<file path="config.mk">
export PLATFORM = sky130hd
export DESIGN_NAME = coax_tx_scheduler
export DESIGN_NICKNAME = d
export VERILOG_FILES = /design/src/rtl/coax_tx_scheduler.sv
export SDC_FILE = /design/constraint.sdc
export NUM_CORES = 1
export LEC_CHECK = 0
export CORE_ASPECT_RATIO = 0.9
export CORE_MARGIN = 2
export CORE_UTILIZATION = 46
export DETAILED_ROUTE_END_ITERATION = 10
export HOLD_SLACK_MARGIN = 0.12
export PLACE_DENSITY = 0.95
export SLEW_MARGIN = 20
export SYNTH_ARGS = -nofsm -noshare
export SYNTH_HDL_FRONTEND = slang
export SYNTH_SLANG_ARGS = --single-unit
</file>
<file path="constraint.sdc">
create_clock -name clk -period 3 [get_ports clk]
set_clock_uncertainty 0.1 [all_clocks]
set_input_delay 0.6 -clock clk [delete_from_list [all_inputs] [get_ports clk]]
set_output_delay 0.6 -clock clk [all_outputs]
set_load 0.05 [all_outputs]
</file>
<file path="src/rtl/coax_tx_scheduler.sv">
// Two-requester frame scheduler feeding a coax_tx word serializer, with an enforced inter-frame gap.
// Define COAX_TX_SCHEDULER_ROUND_ROBIN_EN for round-robin arbitration; otherwise requester 0 has fixed priority.
module coax_tx_scheduler #(
  parameter int GAP_CYCLES = 32
) (
  input  logic       clk,
  input  logic       reset,
  input  logic       req0_valid,
  input  logic [9:0] req0_data,
  input  logic       req0_last,
  output logic       req0_ready,
  input  logic       req1_valid,
  input  logic [9:0] req1_data,
  input  logic       req1_last,
  output logic       req1_ready,
  output logic       tx_load,
  output logic [9:0] tx_data,
  input  logic       tx_full,
  input  logic       tx_active,
  output logic [1:0] grant,
  output logic       busy
);

  // Counter must reach GAP_CYCLES itself on the final gap cycle without wrapping.
  localparam int GW = (GAP_CYCLES < 2) ? 1 : $clog2(GAP_CYCLES + 1);
  localparam logic [GW-1:0] GAP_LAST = (GAP_CYCLES == 0) ? '0 : GW'(GAP_CYCLES - 1);

  typedef enum logic [1:0] {IDLE, STREAM, DRAIN, GAP} state_t;

  state_t          state_q, state_d;
  logic [GW-1:0]   gap_cnt;
  logic            drain_seen;
  logic            accept;
  logic            drain_exit;
  logic            pick1;
  logic            g_valid;
  logic            g_last;
  logic [9:0]      g_data;

`ifdef COAX_TX_SCHEDULER_ROUND_ROBIN_EN
  logic rr_ptr;

  always_comb begin
    pick1 = (req0_valid && req1_valid) ? rr_ptr : req1_valid;
  end

  // The pointer only moves once the requester it names has finished a frame.
  always_ff @(posedge clk or posedge reset) begin
    if (reset) begin
      rr_ptr <= 1'b0;
    end else if (drain_exit && (grant[1] == rr_ptr)) begin
      rr_ptr <= ~rr_ptr;
    end
  end
`else
  always_comb begin
    pick1 = ~req0_valid;
  end
`endif

  always_comb begin
    g_valid = (grant[0] & req0_valid) | (grant[1] & req1_valid);
    g_last  = grant[1] ? req1_last : req0_last;
    g_data  = grant[1] ? req1_data : req0_data;
  end

  // NOTE: every signal driven here gets a default first so no path leaves it unassigned (no latches).
  always_comb begin
    state_d    = state_q;
    accept     = 1'b0;
    drain_exit = 1'b0;
    unique case (state_q)
      IDLE: begin
        if (req0_valid || req1_valid) state_d = STREAM;
      end
      STREAM: begin
        // The tx_load term spaces accepted words at least two cycles apart.
        if (g_valid && !tx_full && !tx_load) begin
          accept = 1'b1;
          if (g_last) state_d = DRAIN;
        end
      end
      DRAIN: begin
        if (drain_seen && !tx_active && !tx_full) begin
          drain_exit = 1'b1;
          state_d    = (GAP_CYCLES == 0) ? IDLE : GAP;
        end
      end
      GAP: begin
        if (gap_cnt == GAP_LAST) state_d = IDLE;
      end
      default: state_d = IDLE;
    endcase
  end

  // NOTE: sequential state uses non-blocking assignments so all registers update from pre-edge values.
  always_ff @(posedge clk or posedge reset) begin
    if (reset) begin
      state_q <= IDLE;
    end else begin
      state_q <= state_d;
    end
  end

  always_ff @(posedge clk or posedge reset) begin
    if (reset) begin
      grant      <= 2'b00;
      tx_load    <= 1'b0;
      tx_data    <= '0;
      gap_cnt    <= '0;
      drain_seen <= 1'b0;
    end else begin
      tx_load <= accept;
      if (accept) tx_data <= g_data;
      // High from the second DRAIN cycle on, giving DRAIN its two-cycle minimum.
      drain_seen <= (state_q == DRAIN);
      gap_cnt    <= (state_q == GAP) ? gap_cnt + 1'b1 : '0;
      if (state_q == IDLE && (req0_valid || req1_valid)) begin
        grant <= pick1 ? 2'b10 : 2'b01;
      end else if (drain_exit) begin
        grant <= 2'b00;
      end
    end
  end

  assign req0_ready = accept & grant[0];
  assign req1_ready = accept & grant[1];
  assign busy       = (state_q != IDLE);

endmodule

</file>
# After elaboration in Yosys (flattened, before gate mapping)
# Index checks and enable logic that the tools add are counted.
[totals] output_inout_bits=16 romBits=0 latchBits=0 mem_count=0 elab_cells=50 register_bits=22 ram_bits=0
[op_classes] n_mul=0 n_eq_ne=9 reduce_logical=13 shifts=0 addsub=1 n_mux=16 bitwise_logic=5 n_lt_le_gt_ge=0 div_mod_pow=0
[op_table] operator="two-way mux 2 bit" n=8
[op_table] operator="two-way mux 10 bit" n=1
[op_table] operator="!= test 2 bit, second input constant" n=4
[op_table] operator="case mux 2 bit (4 select lines)" n=1
[op_table] operator="adder 6 x 1 -> 6 bit, second input constant" n=1
[op_table] operator="equality test 6 x 5 -> 1 bit, second input constant" n=1
[op_table] operator="two-way mux 6 bit" n=1
[op_table] operator="logical AND 1 bit" n=5
[op_table] operator="two-way mux 1 bit" n=5
[op_table] operator="AND reduction 5 bit" n=1
[op_table] operator="AND 1 bit" n=4
[op_table] operator="equality test 2 bit, second input constant" n=2
[op_table] operator="nonzero test 2 bit" n=2
[op_table] operator="zero test 1 bit" n=3
[op_table] operator="equality test 2 x 1 -> 1 bit, second input constant" n=1
[op_table] operator="zero test 2 bit" n=1
[op_table] operator="!= test 2 x 1 -> 1 bit, second input constant" n=1
[op_table] operator="logical OR 1 bit" n=1
[op_table] operator="bitwise OR 1 bit" n=1

# Logic depth before layout (Yosys ltp)
# Gate-level depths: netlist of the first run.
[depth] word_depth=7 ltp_mapped=6

# Least setup slack after synthesis of the first run
# OpenSTA, ideal clock, no wires.
[synth_path] path_type="flip-flop to output port" from="reg grant[1]" to="out req1_ready" path_slack_ns=0.637 stages_incl_launch_ff=3 arrival_time_ns=1.663 n_path_buf=1 required_time_ns=2.300 path_cell_list="dfrtp_1 dlygate4sd1_1 and3_1"
[synth_between] elab_chain_len=7
[synth_rtl] element="start: declaration" line_no="20" source="output logic [1:0] grant,"
[synth_rtl] element="start signal: assignment" line_no="119" source="grant <= pick1 ? 2'b10 : 2'b01;"
[synth_rtl] element="AND 1 bit" line_no="62" source="g_valid = (grant[0] & req0_valid) | (grant[1] & req1_valid);"
[synth_rtl] element="bitwise OR 1 bit" line_no="62"
[synth_rtl] element="logical AND 1 bit (2 in a row)" line_no="78" source="if (g_valid && !tx_full && !tx_load) begin"
[synth_rtl] element="two-way mux 1 bit" line_no="78"
[synth_rtl] element="two-way mux 1 bit" line_no="72" source="unique case (state_q)"
[synth_rtl] element="AND 1 bit (*)" line_no="127" source="assign req1_ready = accept & grant[1];"
[synth_rtl] element="end: declaration" line_no="15" source="output logic req1_ready,"
# Every way passes the cells marked *; elsewhere a longest branch is shown, timed or not.

# Worst setup path after layout of the first run
[layout_path] from="reg grant[1]" to="out grant[1]"
# No word-level cell between the ends.

==> results of run 1 <==
cells in the final DEF, fill, tap and decap left out, types with 3 or more instances in the layout:
master | Yosys | final
and2_1 | 4 | 4
nand2_1 | 5 | 5
inv_1 | 4 | 4
ha_1 | 6 | 6
mux2_2 | 10 | 10
clkdlybuf4s50_1 | 0 | 41
clkbuf_4 | 0 | 3
mux2_1 | 10 | 10
dfrtp_1 | 22 | 22
final timing paths:
kind | startpoint | end | slack (ns) | cells after the start
worst min register to register | gap_cnt[0]$_DFF_PP0_ | gap_cnt[0]$_DFF_PP0_ | 0.37 | 1
max in group asynchronous | reset | grant[1]$_DFFE_PP0P_ | 1.66 | 2
worst max-delay path | grant[1]$_DFFE_PP0P_ | grant[1] | 0.34 | 1
min in group asynchronous | reset | tx_data[4]$_DFFE_PP0P_ | 0.65 | 2
worst min-delay path | gap_cnt[0]$_DFF_PP0_ | gap_cnt[0]$_DFF_PP0_ | 0.37 | 1
worst max register to register | grant[1]$_DFFE_PP0P_ | tx_data[6]$_DFFE_PP0P_ | 0.95 | 4
cell type report:
class,instances,area share
Clock buffer,3,0.0134
Timing Repair Buffer,43,0.268
Tap cell,28,0.0209
Multi-Input combinational cell,60,0.338
Clock inverter,1,0.0179
Sequential cell,22,0.328
Inverter,6,0.0134
logic make-up after synthesis:
logic type	after synthesis
fa+ha+maj	6
compound gates	9
xor+xnor	3
simple gates	20
flops	22
mux	22
buf+inv	8
metal layers:
| layer | part of all wire | routed length [µm] |
|---|---|---|
| met3 | 0.054 | 131 |
| met5 | 0 | 0 |
| met4 | 0.0065 | 16 |
| met2 | 0.55 | 1340 |
| met1 | 0.39 | 961 |
power groups by stage:
stage	Sequential, mW	Combinational [mW]	Clock, mW
finish	0.296	0.0505	0.222
global route	0.297	0.0546	0.241
CTS	0.296	0.0514	0.228
detailed placement	0.302	0.0513	0
global placement	0.302	0.0493	0
floorplan	0.302	0.0112	0
flip-flops by register name, summed over array words and instances (netlist names):
name,count
drain_seen,1
gap_cnt,6
grant,2
state_q,2
tx_data,10
tx_load,1
through the flow:
step / std cells / hold slack, ns / cell area [µm²]
after global placement: 159 / 0.347 / 1630
final: 163 / 0.371 / 1680
after detailed placement: 159 / 0.355 / 1630
after floorplan: 90 / 0.332 / 1150
after CTS: 163 / 0.373 / 1680
after global routing: 163 / 0.396 / 1680
==> reports/results.ini, run 1 <==
[yosys]
yosys_warnings = 0
synth_common_cells = dfrtp_1, mux2_1, mux2_2
ys_top_cells_by_area = dfrtp_1, mux2_1, mux2_2
synth_top_family_by_area = multiplexers
ys_ff_latch = 22
synth_edf_count = 0
yosysSeqAreaShare = 0.477
syn-num-nets = 124
yosys.cell_types.count = 29
synth-adder-area-share = 0.0651
synth_xor_area_frac = 0.0228
post_synth.cell_area_avg_um2 = 12.8
ys.flop_type = dfrtp_1
synth_compound_area_frac = 0.0857
synth_simple_gate_area_frac = 0.101
async_flop_share = 1.00
yosys.cell_count.top_type = dfrtp_1
muxShareOfSynthArea = 0.217
synth_top_area_frac = 0.477
synth_area_mm2 = 0.00115
synth_cells = 90
yosysTopAreaCell = dfrtp_1

[setup_path]
cp_num_buf_inv = 1
path_delay_family = buffers and inverters
cpMaxStageDelayCell = clkdlybuf4s50_1
cpPeakStageDelay_ns = 0.92
crit_arrival_ns = 1.96
path_max_fanout = 15
required_ns = 2.30
path_cells = clkdlybuf4s50_1
end_kind = output port
cp-start-kind = register
critPathKind = reg -> out

[global_route]
grt_overflow_total = 0
gr-usage-met3 = 0.0299
met2_usage = 0.355
antenna_found_initial = 0
grt_max_degree = 23
grt_pass1_wl_mm = 4.17
grt_util_all_layers = 0.186
grt_pass1_vias = 942
grt_use_met1 = 0.215
top_usage_layer = met2

[die]
die_w_um = 56.8
pin_count = 44
rows = 17
floorplan.die_area_mm2 = 0.00293
initial_core_util = 0.476
die_h_um = 51.5
coreArea_mm2 = 0.00242

[sta]
setup_slack_ns = 0.335
period_needed_ns = 2.66
final_hold_viol_count = 0
slew_headroom = 0.468
fmax_mhz = 375
rsz0062_at_grt = no
slew_violations = 0
setup_viol = 0
fin_tns_setup_ns = 0
worstMarginPinSlew_ns = 0.798
fin_crit_sh = 0.888

[cts]
clk_pin_slew_ns = 0.12
htreeDepth = 1
cts_buffers = 3
cts_tree = done
clkLatencyLatePin_ns = 0.30
clk_path_buf_depth = 2
cts_num_sinks = 22
cts_hold_buf = 0
cts_setup_buffers = 0
ctsResizeCount = 0
ctsRootBufferMaster = clkbuf_4

[drt]
drtIter0Drc = 10
ant_nets = 0
wl_mm = 2.44
viasPerCell = 5.22
first_pass_iters = 4
vias = 851
drc = 0
routedWlPerCell_um = 15.0

[placement]
pre_cts_ws_ns = 0.445
io_buffers = 43
dp_hpwl_mm = 1.98
finalWeightedCongestion = 0.836

[power]
power_mw = 0.569
p_leak_nw = 0.764
switching_share = 0.179
p_int_mw = 0.467
max-vdd-ir-drop_uv = 292
p_comb_frac = 0.089
p_per_area_mw_per_mm2 = 339
power_frac_clock = 0.390
power_switching_mw = 0.102
seq_power_share = 0.521

[worst_hold_path]
hp-class = reg -> reg

[finish]
fill_cells = 181
layout-drive-gt1-share = 0.170
multi_input_area_um2 = 567
utilization = 0.692
antenna_cells = 0
area_growth_syn_to_layout_pct = 45.4
seq_area_um2 = 551
final_net_count = 170

[run_status]
outcome = completed

[run]
cap_violations = 0

(Power assumes the default switching activity.)
==> run 2: changes to the inputs <==
Settings changed: CAP_MARGIN set to 20.
==> results of run 2 <==
Same layout as run 1: the final DEF is identical, and so are final timing and power.
==> patch 1, RTL diff (flow settings as in run 1) <==
Change the parameter `GAP_CYCLES` from 32 to 128.
--- a/src/rtl/coax_tx_scheduler.sv
+++ b/src/rtl/coax_tx_scheduler.sv
@@ -3,3 +3,3 @@
 module coax_tx_scheduler #(
-  parameter int GAP_CYCLES = 32
+  parameter int GAP_CYCLES = 128
 ) (
Formal check against the unedited RTL: no difference found for any inputs over 10 cycles, from zero or initial values and one cycle with reset high; that may be too few to reach the edited logic, so the function may still have changed.
==> patch 1 against run 1 <==
The flow now finishes with violations (DRC); final area increased by 4.7%; sequential cell count increased by 2; synthesized cell count increased by 12%; first-iteration DRC count increased to 2.9 times the old value; final cell count increased by 7.4%; power decreased by 4.3%; via count increased by 12%; count of clock-buffer cells in the layout increased by 1; routed wire length increased by 10%; area after synthesis increased by 7.2%; non-clock buffer count increased by 1; worst setup slack improved by 3.7 ps; critical path depth increased by 3.
==> patch 1: results (changes against run 1) <==
[final_layout]
sh_seq_area=0.342  ; +0.0138
layout.cells.non_filler=175  ; +7.4%
multi_input_area_share=0.346  ; +0.00835
buffers=44  ; +2.3%
buffer_area_frac=0.261  ; -0.00777
clock_buffers=4  ; +1
num-multi-input-gates=70  ; +17%
inv_count=5  ; -1
top_regs=tx_data x10, gap_cnt x8
num-fill-cells=189  ; +4.4%
drive_gt1_frac=0.218  ; +0.0473

[worst_setup_path]
max_stage_delay_ps=790  ; -130 ps
r2r-end=tx_data[8]
reg2reg_slack_ps=1040  ; +90 ps
cp_max_fo=5  ; -10

[placement]
dpl_cell_area_mm2=0.00172  ; +5.9%
place_congestion=0.761  ; -8.9%
dp.cells=171  ; +7.5%
post-dp-hpwl_mm=2.07  ; +4.4%

[grt]
grtUsageTotal=0.197  ; +0.0117
grt_max_degree=25  ; +8.7%
grt_pass1_wl_mm=4.51  ; +8.1%

[pwr]
p_per_area_mw_per_mm2=310  ; -8.6%

[yosys]
synth_area_leaders=dfrtp_1, mux2_2, ha_1, and2_1, a21boi_0
synth_cell_type_count=28  ; -3.4%
synthTopCellsByCount=dfrtp_1, mux2_2, ha_1, inv_1, nand2_1
synth_xor_area_frac=0.0213  ; -0.00152
synth_fa_ha_area_frac=0.0607  ; -0.00435
synthesis.nets=135  ; +8.9%
synth_compound_area_frac=0.0800  ; -0.00572

[clocking]
insertion_delay_ps=320  ; +20 ps
cts_sinks=24  ; +9.1%

[timing]
slew_headroom=0.417  ; -0.0505

[run_status]
violations=DRC
status=finished, violations left

[routing]
drtIter0Drc=29  ; +19
wl_per_cell_um=15.4  ; +2.6%
drc_errors=2  ; +2

## patch 1: worst max-delay path by stage
stage	endpoint	slack [ps]	startpoint	depth (start not counted)
6_report	busy	340	state_q[0]	4
5_1_grt	busy	230	state_q[0]	4
4_1_cts	busy	330	state_q[0]	4
3_5_place_dp	req0_ready	480	req0_valid	5
3_3_place_gp	req1_ready	540	req0_valid	5
2_1_floorplan	req1_ready	720	grant[1]	2
## patch 1: power breakdown
| group | switching (W) | internal [W] | leakage, nW |
|---|---|---|---|
| registers | 0 | 0.000323 | 0.330 |
| clock network | 0.0000961 | 0.0000742 | 0.0210 |
| logic | 0.0000150 | 0.0000361 | 0.447 |
| total | 0.000111 | 0.000434 | 0.798 |
## patch 1: routing by layer
| layer | share of wire | vias up | track usage |
|---|---|---|---|
| met5 | 0 | - | 0 |
| met4 | 0.025 | 0 | 0.0795 |
| met3 | 0.040 | 8 | 0.0318 |
| met2 | 0.53 | 22 | 0.375 |
| met1 | 0.41 | 468 | 0.219 |
| li1 | - | 456 | - |
==> patch 2, RTL diff (config.mk and constraints of run 1) <==
Made on the original files. Re-encode `state_t` (4 states) as one-hot, 4 bits wide.
--- a/src/rtl/coax_tx_scheduler.sv
+++ b/src/rtl/coax_tx_scheduler.sv
@@ -27,3 +27,3 @@
 
-  typedef enum logic [1:0] {IDLE, STREAM, DRAIN, GAP} state_t;
+  typedef enum logic [3:0] {IDLE = 4'b0001, STREAM = 4'b0010, DRAIN = 4'b0100, GAP = 4'b1000} state_t;
 
Function: no difference found for any inputs over 10 cycles, from zero or initial values and one cycle with reset high; not proved beyond that.
==> patch 2 against run 1 <==
Final cell count rose by 1.2%; critical path type unchanged; routed wire length rose by 12%; area after synthesis rose by 0.98%; synthesized cell count did not move; critical endpoint is now req1_ready; global-route usage rose by 0.91 points; die area rose by 0.91%; highest routed layer unchanged; sequential share of layout area rose by 2.6 points; final area rose by 1.2%; worst setup slack got worse by 240 ps; non-clock buffer count rose by 3; sequential cell count rose by 2; largest cell class is now flip-flops and latches; first-iteration DRC count fell by 30%.
Power is not compared: it rests on default switching activity, and its combinational part moved more than twofold at a synthesized area within 25%.
==> patch 2: results (changes against run 1) <==
[yosys]
yosys_warnings=0  ; unchanged
synthesis.nets=119  ; -4.0%
synth-seq-area-share=0.517  ; +0.0394
synthTopCellsByCount=dfrtp_1, mux2_2, mux2_4, nor2_1
async_flop_share=1.00  ; unchanged
synth_cell_type_count=31  ; +6.9%
synth_area_leaders=dfrtp_1, mux2_2, mux2_4, dfstp_2, buf_12

[placement]
place_congestion=0.757  ; -9.4%
dpl_cell_area_mm2=0.00165  ; +1.2%
post-dp-hpwl_mm=2.16  ; +9.1%

[min_path]
min_from=gap_cnt[0]
min_path_type=register to register

[clocking]
insertion_delay_ps=330  ; +30 ps
clk_pin_slew_ps=140  ; +20 ps
post-cts-setup-buffer-count=0  ; unchanged
cts_buffers=3  ; unchanged
cts_root_buf=clkbuf_4

[final_layout]
nets=167  ; -1.8%
drive_gt1_frac=0.255  ; +0.0851
num-fill-cells=175  ; -3.3%
n_antenna_cell=0  ; unchanged
final_util=0.700  ; +0.00826
top_regs=tx_data x10, gap_cnt x6, state_q x4

[pwr]
sw_frac_of_total=0.409
p_leak_nw=0.716
peakVddDrop_mv=0.898

[routing]
drtIter0Drc=7  ; -3
wl_met2_mm=1.48  ; +11%
dr_wl_met3_um=119  ; -9.2%
detail_route.vias_per_cell=5.28  ; +1.1%
wl_per_cell_um=16.6  ; +11%
wl_met1_mm=1.06  ; +11%

[worst_setup_path]
reg2reg_slack_ps=670  ; -280 ps
critPathArrivalTime_ps=2200  ; +240 ps
rr_startpoint=state_q[2]
cp_max_fo=4  ; -11

[grt]
grt_pass1_vias=922  ; -2.1%
grtUsageTotal=0.195  ; +0.00915
grt_max_degree=25  ; +8.7%
grt_pass1_wl_mm=4.25  ; +2.0%
antenna_found_initial=0  ; unchanged

[floorplan]
die_x_um=57.0  ; +0.46%

[timing]
slew_headroom=0.402  ; -0.0661

[run_status]
status=finished clean

patch 2: worst max-delay path, stage by stage (launching register included):
cell      delay, ps
dfrtp_1         430
or4b_4          550
or4_4           510
clkinv_2         70
and2_1          170
buf_12          150
patch 2: kinds of logic after synthesis:
logic type	Yosys count	synth area share
AOI/OAI and AO/OA	10	0.0591
xor gates and xnor gates	3	0.0226
adders and majority gates	1	0.0107
buffers and inverters	8	0.0408
DFF	24	0.517
muxes	21	0.224
and+or+nand+nor	23	0.126
patch 2: power groups by stage:
| stage | Clock, W | Combinational, W | Sequential [W] |
|---|---|---|---|
| after detailed placement | 0 | 0.000834 | 0.000493 |
| after CTS | 0.000240 | 0.000839 | 0.000487 |
| after global placement | 0 | 0.000819 | 0.000484 |
| after global routing | 0.000250 | 0.000865 | 0.000500 |
| after floorplan | 0 | 0.000282 | 0.000758 |
| final | 0.000235 | 0.000837 | 0.000486 |
patch 2: final cells by class:
class                           count  area share
Sequential cell                    24       0.354
Tap cell                           28      0.0206
Clock inverter                      1      0.0177
Timing Repair Buffer               46       0.279
Multi-Input combinational cell     58       0.304
Inverter                            5      0.0118
Clock buffer                        3      0.0133
patch 2: through the flow:
step	total power, W	cells	setup WS [ps]	hold slack, ps
after global routing	0.00162	165	25.3	429
after global placement	0.00130	161	271	374
after CTS	0.00157	165	92.6	407
after floorplan	0.00104	90	260	355
final	0.00156	165	97.2	408
after detailed placement	0.00133	161	231	389
patch 2: final timing paths:
| path | end | cells past startpoint |
|---|---|---|
| min reg2reg | gap_cnt[0] | 1 |
| max in group asynchronous | gap_cnt[3] | 2 |
| max reg2reg | tx_data[1] | 5 |
| max | req1_ready | 5 |
| min | gap_cnt[0] | 1 |
| min in group asynchronous | tx_data[9] | 2 |
patch 2: metal layers:
metal | track usage | vias up
met3 | 0.0522 | 6
met4 | 0.105 | 0
li1 | - | 416
met1 | 0.213 | 422
met2 | 0.345 | 27
met5 | 0 | -
